==> src/rtl/sp_shared_unit_arbiter_pkg.sv <==
// Shared definitions for the shared-unit arbiter: FSM state encoding and operand-slice macro.
// Latency: none (types and macros only).
// Backpressure: not applicable.
`ifndef SP_SHARED_UNIT_ARBITER_PKG_SV
`define SP_SHARED_UNIT_ARBITER_PKG_SV

// Selects slice idx of width w from a packed bus of concatenated operands.
`ifndef SP_SLICE
`define SP_SLICE(bus, idx, w) bus[(idx)*(w) +: (w)]
`endif

package sp_shared_unit_arbiter_pkg;

    typedef enum logic [1:0] {
        ST_IDLE  = 2'd0,
        ST_START = 2'd1,
        ST_WAIT  = 2'd2,
        ST_ACK   = 2'd3
    } arb_state_e;

endpackage

`endif

==> src/rtl/sp_rr_pick.sv <==
// Combinational round-robin picker: first requester at or after pointer p, wrapping.
// Latency: zero cycles (pure combinational).
// Backpressure: none; any is low when no request is present and g is then 0.
module sp_rr_pick #(
    parameter int N  = 4,
    parameter int PW = (N > 1) ? $clog2(N) : 1
) (
    input  logic [N-1:0]  req,
    input  logic [PW-1:0] p,
    output logic          any,
    output logic [PW-1:0] g
);

    // Scan from the farthest position back toward p so the nearest hit wins.
    always_comb begin
        any = |req;
        g   = '0;
        for (int k = N - 1; k >= 0; k--) begin
            if (req[(int'(p) + k) % N]) begin
                g = PW'((int'(p) + k) % N);
            end
        end
    end

endmodule

==> src/rtl/sp_shared_unit_arbiter.sv <==
// Round-robin sharing of one multi-cycle arithmetic unit among N requesters.
// Latency: unit latency L plus 3 cycles (request seen in IDLE -> ack in cycle 2+L).
// Backpressure: requesters hold req/operands until their one-cycle ack; others wait in IDLE.
`ifndef SP_SLICE
`define SP_SLICE(bus, idx, w) bus[(idx)*(w) +: (w)]
`endif

module sp_shared_unit_arbiter
    import sp_shared_unit_arbiter_pkg::*;
#(
    parameter int N     = 4,
    parameter int WIDTH = 32
) (
    input  logic                 clk,
    input  logic                 rst,
    input  logic [N-1:0]         req,
    input  logic [N*WIDTH-1:0]   a_in,
    input  logic [N*WIDTH-1:0]   b_in,
    output logic [N-1:0]         ack,
    output logic [WIDTH-1:0]     result,
    output logic [N-1:0]         grant,
    output logic                 busy,
    output logic                 unit_start,
    output logic [WIDTH-1:0]     unit_a,
    output logic [WIDTH-1:0]     unit_b,
    input  logic [WIDTH-1:0]     unit_result,
    input  logic                 unit_ready
);

    localparam int PW = (N > 1) ? $clog2(N) : 1;

    arb_state_e       state_q, state_d;
    logic [PW-1:0]    p_q, p_d;
    logic [PW-1:0]    g_q, g_d;
    logic [N-1:0]     grant_q, grant_d;
    logic [WIDTH-1:0] result_q, result_d;
    logic [WIDTH-1:0] unit_a_q, unit_a_d;
    logic [WIDTH-1:0] unit_b_q, unit_b_d;

    logic             pick_any;
    logic [PW-1:0]    pick_g;

    sp_rr_pick #(
        .N  (N),
        .PW (PW)
    ) u_pick (
        .req (req),
        .p   (p_q),
        .any (pick_any),
        .g   (pick_g)
    );

    // Next-state logic: arbitrate in IDLE, pulse start, wait for the unit, acknowledge.
    always_comb begin
        state_d  = state_q;
        p_d      = p_q;
        g_d      = g_q;
        grant_d  = grant_q;
        result_d = result_q;
        unit_a_d = unit_a_q;
        unit_b_d = unit_b_q;
        case (state_q)
            ST_IDLE: begin
                if (pick_any) begin
                    g_d      = pick_g;
                    grant_d  = {{(N-1){1'b0}}, 1'b1} << pick_g;
                    unit_a_d = `SP_SLICE(a_in, int'(pick_g), WIDTH);
                    unit_b_d = `SP_SLICE(b_in, int'(pick_g), WIDTH);
                    state_d  = ST_START;
                end
            end
            ST_START: begin
                state_d = ST_WAIT;
            end
            ST_WAIT: begin
                if (unit_ready) begin
                    result_d = unit_result;
                    // The requester just served drops to lowest priority.
                    p_d      = (g_q == PW'(N - 1)) ? '0 : g_q + PW'(1);
                    state_d  = ST_ACK;
                end
            end
            ST_ACK: begin
                grant_d = '0;
                state_d = ST_IDLE;
            end
            default: begin
                grant_d = '0;
                state_d = ST_IDLE;
            end
        endcase
    end

    // State and datapath registers; reset abandons any in-flight operation without ack.
    always_ff @(posedge clk) begin
        if (rst) begin
            state_q  <= ST_IDLE;
            p_q      <= '0;
            g_q      <= '0;
            grant_q  <= '0;
            result_q <= '0;
            unit_a_q <= '0;
            unit_b_q <= '0;
        end else begin
            state_q  <= state_d;
            p_q      <= p_d;
            g_q      <= g_d;
            grant_q  <= grant_d;
            result_q <= result_d;
            unit_a_q <= unit_a_d;
            unit_b_q <= unit_b_d;
        end
    end

    // Outputs are registers or state decodes; rst is ORed into start to abort the unit.
    always_comb begin
        ack        = (state_q == ST_ACK) ? grant_q : '0;
        grant      = grant_q;
        busy       = (state_q != ST_IDLE);
        unit_start = (state_q == ST_START) | rst;
        result     = result_q;
        unit_a     = unit_a_q;
        unit_b     = unit_b_q;
    end

endmodule
==> config.mk <==
export PLATFORM = sky130hd
export DESIGN_NAME = sp_shared_unit_arbiter
export DESIGN_NICKNAME = d
export VERILOG_FILES = /design/src/rtl/sp_shared_unit_arbiter_pkg.sv /design/src/rtl/sp_rr_pick.sv /design/src/rtl/sp_shared_unit_arbiter.sv
export SDC_FILE = /design/constraint.sdc
export NUM_CORES = 1
export LEC_CHECK = 0
export ABC_CLOCK_PERIOD_IN_PS = 2300
export CAP_MARGIN = 25
export CORE_AREA = 2 2 157 159
export DETAILED_ROUTE_END_ITERATION = 8
export DIE_AREA = 0 0 159 161
export GPL_TIMING_DRIVEN = 0
export PLACE_DENSITY_LB_ADDON = 0.12
export REMOVE_ABC_BUFFERS = 1
export SLEW_MARGIN = 15
export SYNTH_ARGS = -nofsm -noshare
export SYNTH_HDL_FRONTEND = slang
export SYNTH_SLANG_ARGS = --single-unit
==> constraint.sdc <==
create_clock -name clk -period 2.3 [get_ports clk]
set_input_delay 0.46 -clock clk [delete_from_list [all_inputs] [get_ports clk]]
set_output_delay 0.46 -clock clk [all_outputs]
set_load 0.02 [all_outputs]
==> results.md, run 1 <==
- Wire length of the first global-routing pass: 51.0 mm
- Maximum single-stage delay on the critical path: 0.61 ns
- Quantity of hold-fixing buffers added after cts: 0
- Average cell area after synthesis: 7.35 µm²
- Final period util: a little over nine tenths
- Total congestion overflow: 0
- Number of enable flip-flop cells after synthesis: 0
- Yosys warning total: 0
- Max H-tree Level: 3
- Num rows: 57
- Top cells by instance count after synthesis: 137 x sky130_fd_sc_hd__nand2_1, 130 x sky130_fd_sc_hd__a211oi_1, 106 x sky130_fd_sc_hd__dfxtp_1
- Cell accounting for the most synthesized area: sky130_fd_sc_hd__dfxtp_1
- Ratio of cells with drive above 1 in the final layout: about 5.4%
- Launching element type of the critical path: flip-flop
- Worst hold slack across all endpoints: 0.456 ns
- Std-Cell Core Area: 24000 µm²
- Core utilization of the finished layout: 47.7%
- TritonCTS clock tree: built
- Achievable frequency: 452 MHz
- Minimum period implied by the final worst setup slack: 2.21 ns
- Cells after synthesis: about 900
- Design internal power: 5730 µW
- Post-detailed-route count of antenna-violating nets: 0
- Total Routed Length: 34.1 mm
- Io pins: between 400 and 500
- Worst vdd ir: 0.412 mV
- Final GP Congestion: 0.813
- Via density: 5.42
- Top flip-flop cell by instance count after synthesis: sky130_fd_sc_hd__dfxtp_1
- Sequential fraction of the synthesis area: 32.0%
- Static power due to leakage: 0.00422 µW
- Minimum setup slack among reg-to-reg paths: 0.16 ns
- Clock buffer depth: 2
- Worst reg2reg path startpoint: p_q[0]$_SDFFE_PP0P_
- Actual transition at the worst max-transition pin: a little over 0.7 ns
- Violation count after the first detailed-routing iteration: 641
- Type of the setup path with the least slack: flip-flop to primary output
- Setup crit end kind: primary output
- Number of failing hold endpoints at the final stage: 0
- Final slew viol count: 0
- Number of setup violations in the final report: 0
- Pwr/cell area: about 860 nW/µm²
- Area of the die: 25600 µm²
- Detailed placer's ending HPWL: 23.7 mm
- Total power: 9810 µW
- Share of power burned in the clock network: roughly 17%
- Count of nets after finishing: ~1500
- Max-capacitance violation count: 0
- Sinks on the clock net: roughly 110
- Crit-path slowest cell: sky130_fd_sc_hd__clkdlybuf4s50_1
- Detailed-routing iteration count for the pre-antenna-repair pass: 5
- Required arrival time at the worst endpoint: 1.84 ns
- Unrepaired setup endpoints after global routing: false
- Seq pwr share: around 28%
- Number of distinct standard cells referenced by the synthesized netlist: 35
- Average wire per standard cell: 21.8 µm
- Starting density of the core: 27.7%
- Number of clock buffers inserted by TritonCTS: 9
- P_sw: ~4000 µW
- Post-route DRC: 0
- Via count of the first global-routing pass: 8213
- Antenna violations before repair: 3
- Switching share of total power: 41.6%
- Via total after detailed routing: 8464
- Proportion of register bits with asynchronous set or reset after synthesis: 0%
- Count of input and output buffers: 400
- Max transition margin: 52.4%
- Post-synthesis cell area: between 6000 and 7000 µm²
- Cell types with the largest area share after synthesis: sky130_fd_sc_hd__dfxtp_1 32%, sky130_fd_sc_hd__a211oi_1 15%, sky130_fd_sc_hd__nand2_1 7.8%
- CTS root buf: sky130_fd_sc_hd__clkbuf_16
- Die Wd: between 150 and 200 µm
- Clock edge transition at the registers on the reported setup and hold paths: about 0.080 ns
- Number of setup buffers added after CTS: 0
- Pin count of the biggest net entering global routing: 75
- Share of the synthesized area in the top cell type: between 30% and 40%
- Area Overhead vs Synth: 72.4%
- Reg2Reg Depth: 6
- Register bit total from synthesis: 106
- Cell depth of the worst hold path: 2
- Worst reg2reg path endpoint: unit_a[24]$_SDFFE_PP0P_
- Proportion of power drawn by combinational gates: 55.1%
- Largest fanout on the critical path: 6
- Height of the die: 161 µm
- Clock insertion delay at the later pin of the skew report: ~0.35 ns
- Clk_skew: 0.00944 ns
- Launching element of the worst setup path: state_q[0]$_SDFFE_PP0P_
- Worst path cell trace: ha_2, and2_1, clkdlybuf4s50_1
- Result of the run: complete, no violations
- Class of the tightest hold or removal check: flip-flop to flip-flop
- Overall fraction of global-route tracks in use: 25.6%
- CP endpoint: ack[3]
- Crit path arrival time: around 1.8 ns
- Most numerous cell in the Yosys netlist: sky130_fd_sc_hd__nand2_1
[registers in the layout (all words and copies together) (netlist names)]
| register | cells |
|---|---|
| g_q | 2 |
| grant | 4 |
| state_q | 2 |
| result | 32 |
| unit_a | 32 |
| unit_b | 32 |
| p_q | 2 |
[worst min-delay path by stage]
stage,end,start,slack [ns]
2_1_floorplan,g_q[1]$_SDFFE_PP0P_,g_q[1]$_SDFFE_PP0P_,0.43
3_3_place_gp,result[22]$_SDFFE_PP0P_,result[22]$_SDFFE_PP0P_,0.44
3_5_place_dp,result[27]$_SDFFE_PP0P_,result[27]$_SDFFE_PP0P_,0.45
4_1_cts,result[6]$_SDFFE_PP0P_,result[6]$_SDFFE_PP0P_,0.46
5_1_grt,result[7]$_SDFFE_PP0P_,result[7]$_SDFFE_PP0P_,0.48
6_report,result[23]$_SDFFE_PP0P_,result[23]$_SDFFE_PP0P_,0.46
[routing by layer]
layer / GRT usage (%) / wire length (µm) / part of all wire (%) / up-vias
li1: - / - / - / 4004
met1: 30.8 / 13600 / 40 / 3974
met2: 44.2 / 16400 / 48 / 425
met3: 6.47 / 2890 / 8.5 / 59
met4: 9.30 / 1140 / 3.3 / 2
met5: 0 / 13 / 0.038 / -
[power by group through the flow]
stage	registers, µW	clock network, µW	logic (µW)
floorplan	3460	0	1740
global placement	2710	0	5020
detailed placement	2790	0	5410
CTS	2750	1720	5420
global route	2830	1780	5760
finish	2740	1660	5400
[placed cells by master (no fill, tap or decap), types with 3 or more instances in the layout]
master | netlist | routed
sky130_fd_sc_hd__nor2b_1 | 4 | 4
sky130_fd_sc_hd__ha_1 | 6 | 5
sky130_fd_sc_hd__dfxtp_1 | 106 | 105
sky130_fd_sc_hd__o21ai_1 | 9 | 8
sky130_fd_sc_hd__and3_1 | 64 | 64
sky130_fd_sc_hd__buf_4 | 8 | 8
sky130_fd_sc_hd__nand2_1 | 137 | 137
sky130_fd_sc_hd__a31oi_1 | 64 | 64
sky130_fd_sc_hd__buf_16 | 0 | 4
sky130_fd_sc_hd__inv_1 | 6 | 5
sky130_fd_sc_hd__buf_12 | 0 | 9
sky130_fd_sc_hd__o21ai_0 | 59 | 59
sky130_fd_sc_hd__and2_1 | 5 | 5
sky130_fd_sc_hd__nand3_1 | 64 | 64
sky130_fd_sc_hd__nor2_1 | 8 | 8
sky130_fd_sc_hd__buf_6 | 0 | 7
sky130_fd_sc_hd__buf_8 | 0 | 7
sky130_fd_sc_hd__o21bai_1 | 65 | 64
sky130_fd_sc_hd__a211oi_1 | 130 | 129
sky130_fd_sc_hd__clkdlybuf4s50_1 | 0 | 393
sky130_fd_sc_hd__a21oi_1 | 41 | 41
sky130_fd_sc_hd__clkbuf_16 | 0 | 9
sky130_fd_sc_hd__nor3_1 | 4 | 3
[critical path, delay by kind of cell (launching register included)]
kind,cells,cell delay (ns)
DFF,1,0.40
adders and majority gates,1,0.25
buffers and inverters,1,0.61
and+or+nand+nor,1,0.13
[stage by stage]
| stage | instance area, µm² | TNS [ns] | setup WS (ns) | std cells |
|---|---|---|---|---|
| 2_1_floorplan | 6140 | -94.07 | -1.42 | 789 |
| 3_3_place_gp | 10500 | -629.32 | -8.62 | 1513 |
| 3_5_place_dp | 11100 | -25.19 | -0.664 | 1544 |
| 4_1_cts | 11400 | 0 | 0.00648 | 1561 |
| 5_1_grt | 11400 | 0 | 0.000784 | 1562 |
| 6_report | 11400 | 0 | 0.0885 | 1562 |
[timing repair]
action,CTS,global route
setup endpoints to repair,30,40
cloned,1,0
endpoints found under the hold margin,0,0
gates resized for setup,6,4
[cell type report]
class                           instances  area (µm²)
Inverter                                6        25.0
Clock buffer                           10         229
Clock inverter                          6        73.8
Fill cell                            2503       12500
Timing Repair Buffer                  431        4490
Antenna cell                            1        2.50
Sequential cell                       106        2120
Tap cell                              324         405
Multi-Input combinational cell        678        4080
[logic make-up after synthesis]
| family | after synthesis | synth area share (%) |
|---|---|---|
| flops | 106 | 32.0 |
| buf+inv | 120 | 7.83 |
| mux | 1 | 0.151 |
| compound gates | 379 | 38.1 |
| simple gates | 291 | 20.8 |
| fa+ha+maj | 6 | 1.13 |
(Power assumes the default switching activity.)
==> run 2, diff against run 1 <==
- ABC_CLOCK_PERIOD_IN_PS: 2300 -> 2500
- clock period: 2.3 -> 2.5 ns (I/O delays scaled with it)
==> run 2 against run 1 <==
  * Largest cell class unchanged
  * Clock-buffer cell count unchanged
  * Largest power group unchanged
  * Flip-flop and latch count unchanged
  * Clock skew increased by 0.00065 ns
  * Register-to-register slack about the same
  * Wire length increased by 0.26%
  * Final cell count unchanged
==> results.md, run 2 (synthesized netlist as in run 1, its figures left out) <==
- Largest fanout on the critical path: 7 (+1)
- Achievable frequency: 423 MHz
- Type of the setup path with the least slack: flip-flop to primary output
- Worst vdd ir: 0.375 mV (-9.1%)
- Ratio of cells with drive above 1 in the final layout: 5.25% (-0.16 points)
- Most common cell after layout, fill and taps aside: sky130_fd_sc_hd__clkdlybuf4s50_1
- Starting density of the core: 27.7% (unchanged)
- Number of setup buffers added after CTS: 0 (unchanged)
- Via total after detailed routing: 8514 (+0.59%)
- Area of the die: 25600 µm² (unchanged)
- Max H-tree Level: 3 (unchanged)
- Detailed placer's ending HPWL: 23.7 mm (unchanged)
- Via count of the first global-routing pass: 8213 (unchanged)
- Quantity of hold-fixing buffers added after cts: 0 (unchanged)
- Required arrival time at the worst endpoint: 2.00 ns (+0.16 ns)
- Clk_skew: 0.0101 ns (+0.000652 ns)
- Io pins: 401 (unchanged)
- Number of setup violations in the final report: 0 (unchanged)
- Minimum period implied by the final worst setup slack: 2.37 ns
- Post-detailed-route count of antenna-violating nets: 0 (unchanged)
- Total power: 9040 µW (-7.9%)
- Static power due to leakage: 0.00422 µW (about the same)
- Count of nets after finishing: 1533 (unchanged)
- Launching element type of the critical path: flip-flop
- Detailed-routing iteration count for the pre-antenna-repair pass: 5 (unchanged)
- Class of the tightest hold or removal check: flip-flop to flip-flop
- Total congestion overflow: 0 (unchanged)
- Number of cells after detailed placement: 1544 (unchanged)
- Overall fraction of global-route tracks in use: 25.6% (unchanged)
- Std-Cell Core Area: 24000 µm² (unchanged)
- Height of the die: 161 µm (unchanged)
- Final GP Congestion: 0.813 (unchanged)
- Pwr/cell area: 791 nW/µm² (-7.9%)
- Setup crit end kind: primary output
- CTS root buf: sky130_fd_sc_hd__clkbuf_16
- Max transition margin: 41.6% (-11 points)
- Total Routed Length: 34.2 mm (+0.26%)
- Worst hold slack across all endpoints: 0.456 ns (-0.00000600 ns)
- Max-capacitance violation count: 0 (unchanged)
- Num rows: 57 (unchanged)
- Clock edge transition at the registers on the reported setup and hold paths: 0.08 ns (about the same)
- Core utilization of the finished layout: 47.7% (about the same)
- Die Wd: 159 µm (unchanged)
- Number of failing hold endpoints at the final stage: 0 (unchanged)
- Wire length of the first global-routing pass: 51.0 mm (unchanged)
- Final slew viol count: 0 (unchanged)
- Number of clock buffers inserted by TritonCTS: 9 (unchanged)
- Via density: 5.45 (+0.59%)
- Commonest cells after routing, fill and taps aside: 395 x sky130_fd_sc_hd__clkdlybuf4s50_1, 137 x sky130_fd_sc_hd__nand2_1, 129 x sky130_fd_sc_hd__a211oi_1
- PnR worst setup slack: 0.135 ns (+0.0462 ns)
- Crit path arrival time: 1.87 ns (+0.12 ns)
- Sinks on the clock net: 106 (unchanged)
- Pre-CTS setup slack: -0.504 ns (+0.160 ns)
- Result of the run: complete, no violations
- Count of input and output buffers: 400 (unchanged)
- Final period util: 94.6%
- Clock insertion delay at the later pin of the skew report: 0.35 ns (about the same)
- Antenna violations before repair: 3 (unchanged)
- Violation count after the first detailed-routing iteration: 609 (-5.0%)
- Actual transition at the worst max-transition pin: 0.876 ns (+0.164 ns)
- Clock buffer depth: 2 (unchanged)
- Average wire per standard cell: 21.9 µm (+0.26%)
- Pin count of the biggest net entering global routing: 75 (unchanged)
- Area Overhead vs Synth: 72.4% (about the same)
- Number of standard cells in the layout, taps in and fillers out: 1562 (unchanged)
- Unrepaired setup endpoints after global routing: false
- Post-route DRC: 0 (unchanged)
- TritonCTS clock tree: built
run 2: timing repair:
item	in CTS	in global routing
endpoints found under the setup margin	3	1
gates resized for setup	3	1
gates cloned	1	0
run 2: metrics by stage:
| step | cell area (µm²) | setup TNS, ns |
|---|---|---|
| after floorplan | 6140 | -82.79 |
| after global placement | 10500 | -612.24 |
| after detailed placement | 11100 | -14.36 |
| after CTS | 11400 | 0 |
| after global routing | 11400 | 0 |
| final | 11400 | 0 |
run 2: routing by layer:
layer / global-route usage, % / wire length [µm] / vias up
met5: 0 / 13 / -
met4: 9.30 / 1180 / 2
met3: 6.47 / 2920 / 65
met2: 44.2 / 16400 / 444
met1: 30.8 / 13700 / 3998
li1: - / - / 4005
run 2: final timing paths:
path | start | end | slack, ns | depth (start not counted)
hold / removal | result[13]$_SDFFE_PP0P_ | result[13]$_SDFFE_PP0P_ | 0.46 | 2
hold reg to reg | result[13]$_SDFFE_PP0P_ | result[13]$_SDFFE_PP0P_ | 0.46 | 2
setup reg to reg | p_q[1]$_SDFFE_PP0P_ | unit_b[15]$_SDFFE_PP0P_ | 0.15 | 5
setup / recovery | state_q[0]$_SDFFE_PP0P_ | busy | 0.13 | 4
run 2: layout make-up:
type	instances	area (µm²)
Multi-Input combinational cell	678	4080
Clock buffer	10	229
Inverter	6	25.0
Timing Repair Buffer	431	4490
Clock inverter	6	73.8
Fill cell	2505	12500
Tap cell	324	405
Antenna cell	1	2.50
Sequential cell	106	2120
run 2: worst max-delay path: stages (launching register included):
cell and delay [ns]:
sky130_fd_sc_hd__dfxtp_1 0.40, sky130_fd_sc_hd__inv_1 0.10, sky130_fd_sc_hd__ha_2 0.26, sky130_fd_sc_hd__inv_1 0.13
sky130_fd_sc_hd__clkdlybuf4s50_1 0.62
run 2: power breakdown:
group | internal, µW | total, µW | switching, µW
Clock | 795 | 1530 | 734
Combinational | 2260 | 4990 | 2730
Sequential | 2230 | 2520 | 291
==> run 3, diff against run 2 <==
- CORE_AREA: 2 2 157 159 -> 2 2 154 156
- DIE_AREA: 0 0 159 161 -> 0 0 156 158
- SYNTH_HIERARCHICAL: unset -> 1
==> run 3 against run 2 <==
  * Area after synthesis down 19%
  * Non-clock buffer count is 2 lower
  * Largest power group unchanged
  * Critical path depth did not move
  * Critical path type is now primary input to primary output
  * Die area down 3.7%
  * Register-to-register slack gained 0.05 ns
  * Sequential power fell by 6%
  * Largest cell class unchanged
==> results.md, run 3 <==
- Core utilization of the finished layout: 44.6% (-3.1 points)
- Max transition margin: 52.8% (+11 points)
- Cell types with the largest area share after synthesis: sky130_fd_sc_hd__dfxtp_1 40%, sky130_fd_sc_hd__mux2_2 13%, sky130_fd_sc_hd__mux2i_1 12%
- Top Metal Used: met5
- Clk_skew: 0.0119 ns (+0.00176 ns)
- Via total after detailed routing: 5709 (-33%)
- Reg2Reg Depth: 11 (+6)
- Cell accounting for the most synthesized area: sky130_fd_sc_hd__dfxtp_1
- Num rows: 56 (-1.8%)
- Unrepaired setup endpoints after global routing: false
- Commonest cells after routing, fill and taps aside: 396 x sky130_fd_sc_hd__clkdlybuf4s50_1, 105 x sky130_fd_sc_hd__dfxtp_1, 75 x sky130_fd_sc_hd__nand2_1
- Number of distinct standard cells referenced by the synthesized netlist: 31 (-11%)
- Top flip-flop cell by instance count after synthesis: sky130_fd_sc_hd__dfxtp_1
- Setup TNS Final: 0 ns (unchanged)
- Launching element type of the critical path: primary input
- Average cell area after synthesis: 9.38 µm² (+28%)
- Endpoint of the worst hold-timing path: result[1]$_SDFFE_PP0P_
- Std-Cell Core Area: 23100 µm² (-3.8%)
- Share of the synthesized area in the top cell type: 39.5% (+7.5 points)
- Pwr/cell area: 748 nW/µm² (-5.4%)
- Clock edge transition at the registers on the reported setup and hold paths: 0.07 ns (about the same)
- Starting density of the core: 23.3% (-4.4 points)
- Top cells by instance count after synthesis: 106 x sky130_fd_sc_hd__dfxtp_1, 76 x sky130_fd_sc_hd__nand2_1, 66 x sky130_fd_sc_hd__mux2i_1
- Pin count of the biggest net entering global routing: 61 (-19%)
- Io pins: 401 (unchanged)
- Most numerous cell in the Yosys netlist: sky130_fd_sc_hd__dfxtp_1
- Worst hold slack across all endpoints: 0.454 ns (-0.00167 ns)
- Total power: 7700 µW (-15%)
- Result of the run: complete, no violations
- Proportion of register bits with asynchronous set or reset after synthesis: 0% (unchanged)
- Height of the die: 158 µm (-1.9%)
- Minimum period implied by the final worst setup slack: 2.39 ns (+0.0233 ns)
- Sequential fraction of the synthesis area: 39.5% (+7.5 points)
- Minimum setup slack among reg-to-reg paths: 0.20 ns (+0.05 ns)
- Via density: 4.53 (-17%)
- Crit-path slowest cell: sky130_fd_sc_hd__clkdlybuf4s50_1
- Largest fanout on the critical path: 29 (+22)
- Static power due to leakage: 0.00373 µW (-12%)
- Worst reg2reg path startpoint: p_q[1]$_SDFFE_PP0P_
- Number of clock buffers inserted by TritonCTS: 9 (unchanged)
- Ratio of cells with drive above 1 in the final layout: 12.8% (+7.5 points)
- Worst path cell trace: buf_2, buf_12, or2_2, clkdlybuf4s50_1
- Clock buffer depth: 2 (unchanged)
- Wire length of the first global-routing pass: 33.9 mm (-34%)
- Register bit total from synthesis: 106 (unchanged)
- Number of setup violations in the final report: 0 (unchanged)
- Area of the die: 24600 µm² (-3.7%)
- Overall fraction of global-route tracks in use: 18.2% (-7.3 points)
- Achievable frequency: 419 MHz (-0.97%)
- Sinks on the clock net: 106 (unchanged)
- Family of cells with the greatest summed delay on the critical path: buffers and inverters
- Final period util: 95.5% (+0.93 points)
- Die Wd: 156 µm (-1.9%)
- Actual transition at the worst max-transition pin: 0.706 ns (-0.170 ns)
- Critical path buffer and inverter count: 3 (unchanged)
- Max-capacitance violation count: 0 (unchanged)
- Number of failing hold endpoints at the final stage: 0 (unchanged)
- Detailed-routing iteration count for the pre-antenna-repair pass: 5 (unchanged)
- Diode count: 0 (-1)
- Type of the setup path with the least slack: primary input to primary output
- Average wire per standard cell: 19.6 µm (-11%)
- Antenna violations before repair: 1 (-2)
- Required arrival time at the worst endpoint: 2.00 ns (about the same)
- Total congestion overflow: 0 (unchanged)
- Quantity of hold-fixing buffers added after cts: 0 (unchanged)
- Wire length on met2: 12.1 mm (-26%)
- Non-Filler Cell Area, Final: 10300 µm² (-10%)
- Count of input and output buffers: 400 (unchanged)
- Most common cell after layout, fill and taps aside: sky130_fd_sc_hd__clkdlybuf4s50_1
- TritonCTS clock tree: built
- Final slew viol count: 0 (unchanged)
- Worst vdd ir: 0.480 mV (+28%)
- Setup crit end kind: primary output
- Max H-tree Level: 3 (unchanged)
- Cell depth of the worst hold path: 2 (unchanged)
- Worst reg2reg path endpoint: unit_a[7]$_SDFFE_PP0P_
- Via count of the first global-routing pass: 5389 (-34%)
- Placed instance area: 9780 µm² (-12%)
- Post-route DRC: 0 (unchanged)
- Beginning of the worst hold path: result[1]$_SDFFE_PP0P_
- Area Overhead vs Synth: 91.7%
- Met3 WL post-DR: 2.16 mm (-26%)
- Violation count after the first detailed-routing iteration: 196 (-68%)
- Maximum single-stage delay on the critical path: 0.62 ns (about the same)
- Class of the tightest hold or removal check: flip-flop to flip-flop
- CTS root buf: sky130_fd_sc_hd__clkbuf_16
- Clock insertion delay at the later pin of the skew report: 0.35 ns (about the same)
- Yosys warning total: 6 (+6)
- Crit path arrival time: 1.89 ns (+0.02 ns)
- Final GP Congestion: 0.730 (-10%)
- Number of enable flip-flop cells after synthesis: 0 (unchanged)
- Total Routed Length: 24.6 mm (-28%)
- Cells after synthesis: 572 (-37%)
- Post-detailed-route count of antenna-violating nets: 0 (unchanged)
- Count of nets after finishing: 1266 (-17%)
- Met1 Routed Length: 10.1 mm (-26%)
- Detailed placer's ending HPWL: 18.6 mm (-22%)
- Post-synthesis cell area: 5370 µm² (-19%)
-- run 3: cell count changes in the layout (fill, tap and decap cells not counted), moves of 56 or more --
cell | previous run | this run
sky130_fd_sc_hd__o21ai_0 | 59 | 0
sky130_fd_sc_hd__a22oi_1 | 1 | 63
sky130_fd_sc_hd__mux2i_1 | 1 | 65
sky130_fd_sc_hd__o21bai_1 | 64 | 0
sky130_fd_sc_hd__a31oi_1 | 64 | 0
sky130_fd_sc_hd__and3_1 | 64 | 0
sky130_fd_sc_hd__nand3_1 | 64 | 3
sky130_fd_sc_hd__nand2_1 | 137 | 75
sky130_fd_sc_hd__o21ai_1 | 8 | 64
sky130_fd_sc_hd__a211oi_1 | 129 | 1
sky130_fd_sc_hd__mux2_2 | 0 | 64
-- run 3: worst register-to-register path, stage by stage (launching register included) --
cell and delay, ns:
sky130_fd_sc_hd__dfxtp_2 0.39, sky130_fd_sc_hd__nand2b_1 0.12, sky130_fd_sc_hd__a21oi_1 0.09, sky130_fd_sc_hd__a211oi_4 0.30, sky130_fd_sc_hd__buf_8 0.15, sky130_fd_sc_hd__buf_12 0.15
sky130_fd_sc_hd__buf_12 0.14, sky130_fd_sc_hd__buf_12 0.12, sky130_fd_sc_hd__buf_8 0.14, sky130_fd_sc_hd__mux2_2 0.34, sky130_fd_sc_hd__a22oi_1 0.16, sky130_fd_sc_hd__o21ai_1 0.09
-- run 3: area by class of cell --
cell class | count | area [µm²]
Tap cell | 290 | 363
Fill cell | 2253 | 12800
Sequential cell | 106 | 2120
Timing Repair Buffer | 429 | 4430
Clock inverter | 6 | 95.1
Multi-Input combinational cell | 416 | 3020
Clock buffer | 10 | 239
Inverter | 3 | 11.3
-- run 3: kinds of logic (layout without fill, tap and decap cells) --
| family | count (synthesis) | in the layout | synth area share (%) |
|---|---|---|---|
| and+or+nand+nor | 104 | 105 | 8.60 |
| adders and majority gates | 6 | 6 | 1.40 |
| DFF | 106 | 106 | 39.5 |
| AOI/OAI and AO/OA | 175 | 175 | 19.6 |
| buffers and inverters | 51 | 448 | 5.13 |
| muxes | 130 | 130 | 25.7 |
-- run 3: metrics by stage --
stage / std cells / setup slack [ns]
3_5_place_dp: 1231 / -1.14
2_1_floorplan: 524 / -5.55
4_1_cts: 1253 / 0.0229
5_1_grt: 1260 / 0.0243
6_report: 1260 / 0.111
3_3_place_gp: 1214 / -9.54
-- run 3: worst max path at each step --
stage / end / slack, ns / depth (start not counted) / from
after floorplan: unit_a[0]$_SDFFE_PP0P_ / -5.55 / 5 / req[3]
after global placement: unit_b[16]$_SDFFE_PP0P_ / -9.54 / 6 / req[3]
after detailed placement: unit_b[27]$_SDFFE_PP0P_ / -1.14 / 12 / req[3]
after CTS: busy / 0.02 / 4 / state_q[0]$_SDFFE_PP0P_
after global routing: unit_a[7]$_SDFFE_PP0P_ / 0.02 / 10 / req[0]
final: unit_start / 0.11 / 4 / rst
-- run 3: where the power goes --
| group | switching (µW) | internal, µW | total [µW] |
|---|---|---|---|
| sequential | 229 | 2140 | 2370 |
| clock | 714 | 921 | 1640 |
| combinational | 1810 | 1880 | 3690 |
-- run 3: metal layers --
layer  GRT usage (%)  vias up
li1                -     2868
met3            5.94       16
met2            31.8      226
met4            3.49        2
met1            22.2     2597
met5               0        -
-- run 3: repair_timing --
action | CTS | global route
gates cloned | 1 | 1
resized for setup | 10 | 6
buffers inserted | 6 | 6
pin swaps | 1 | 3
endpoints found under the setup margin | 44 | 44
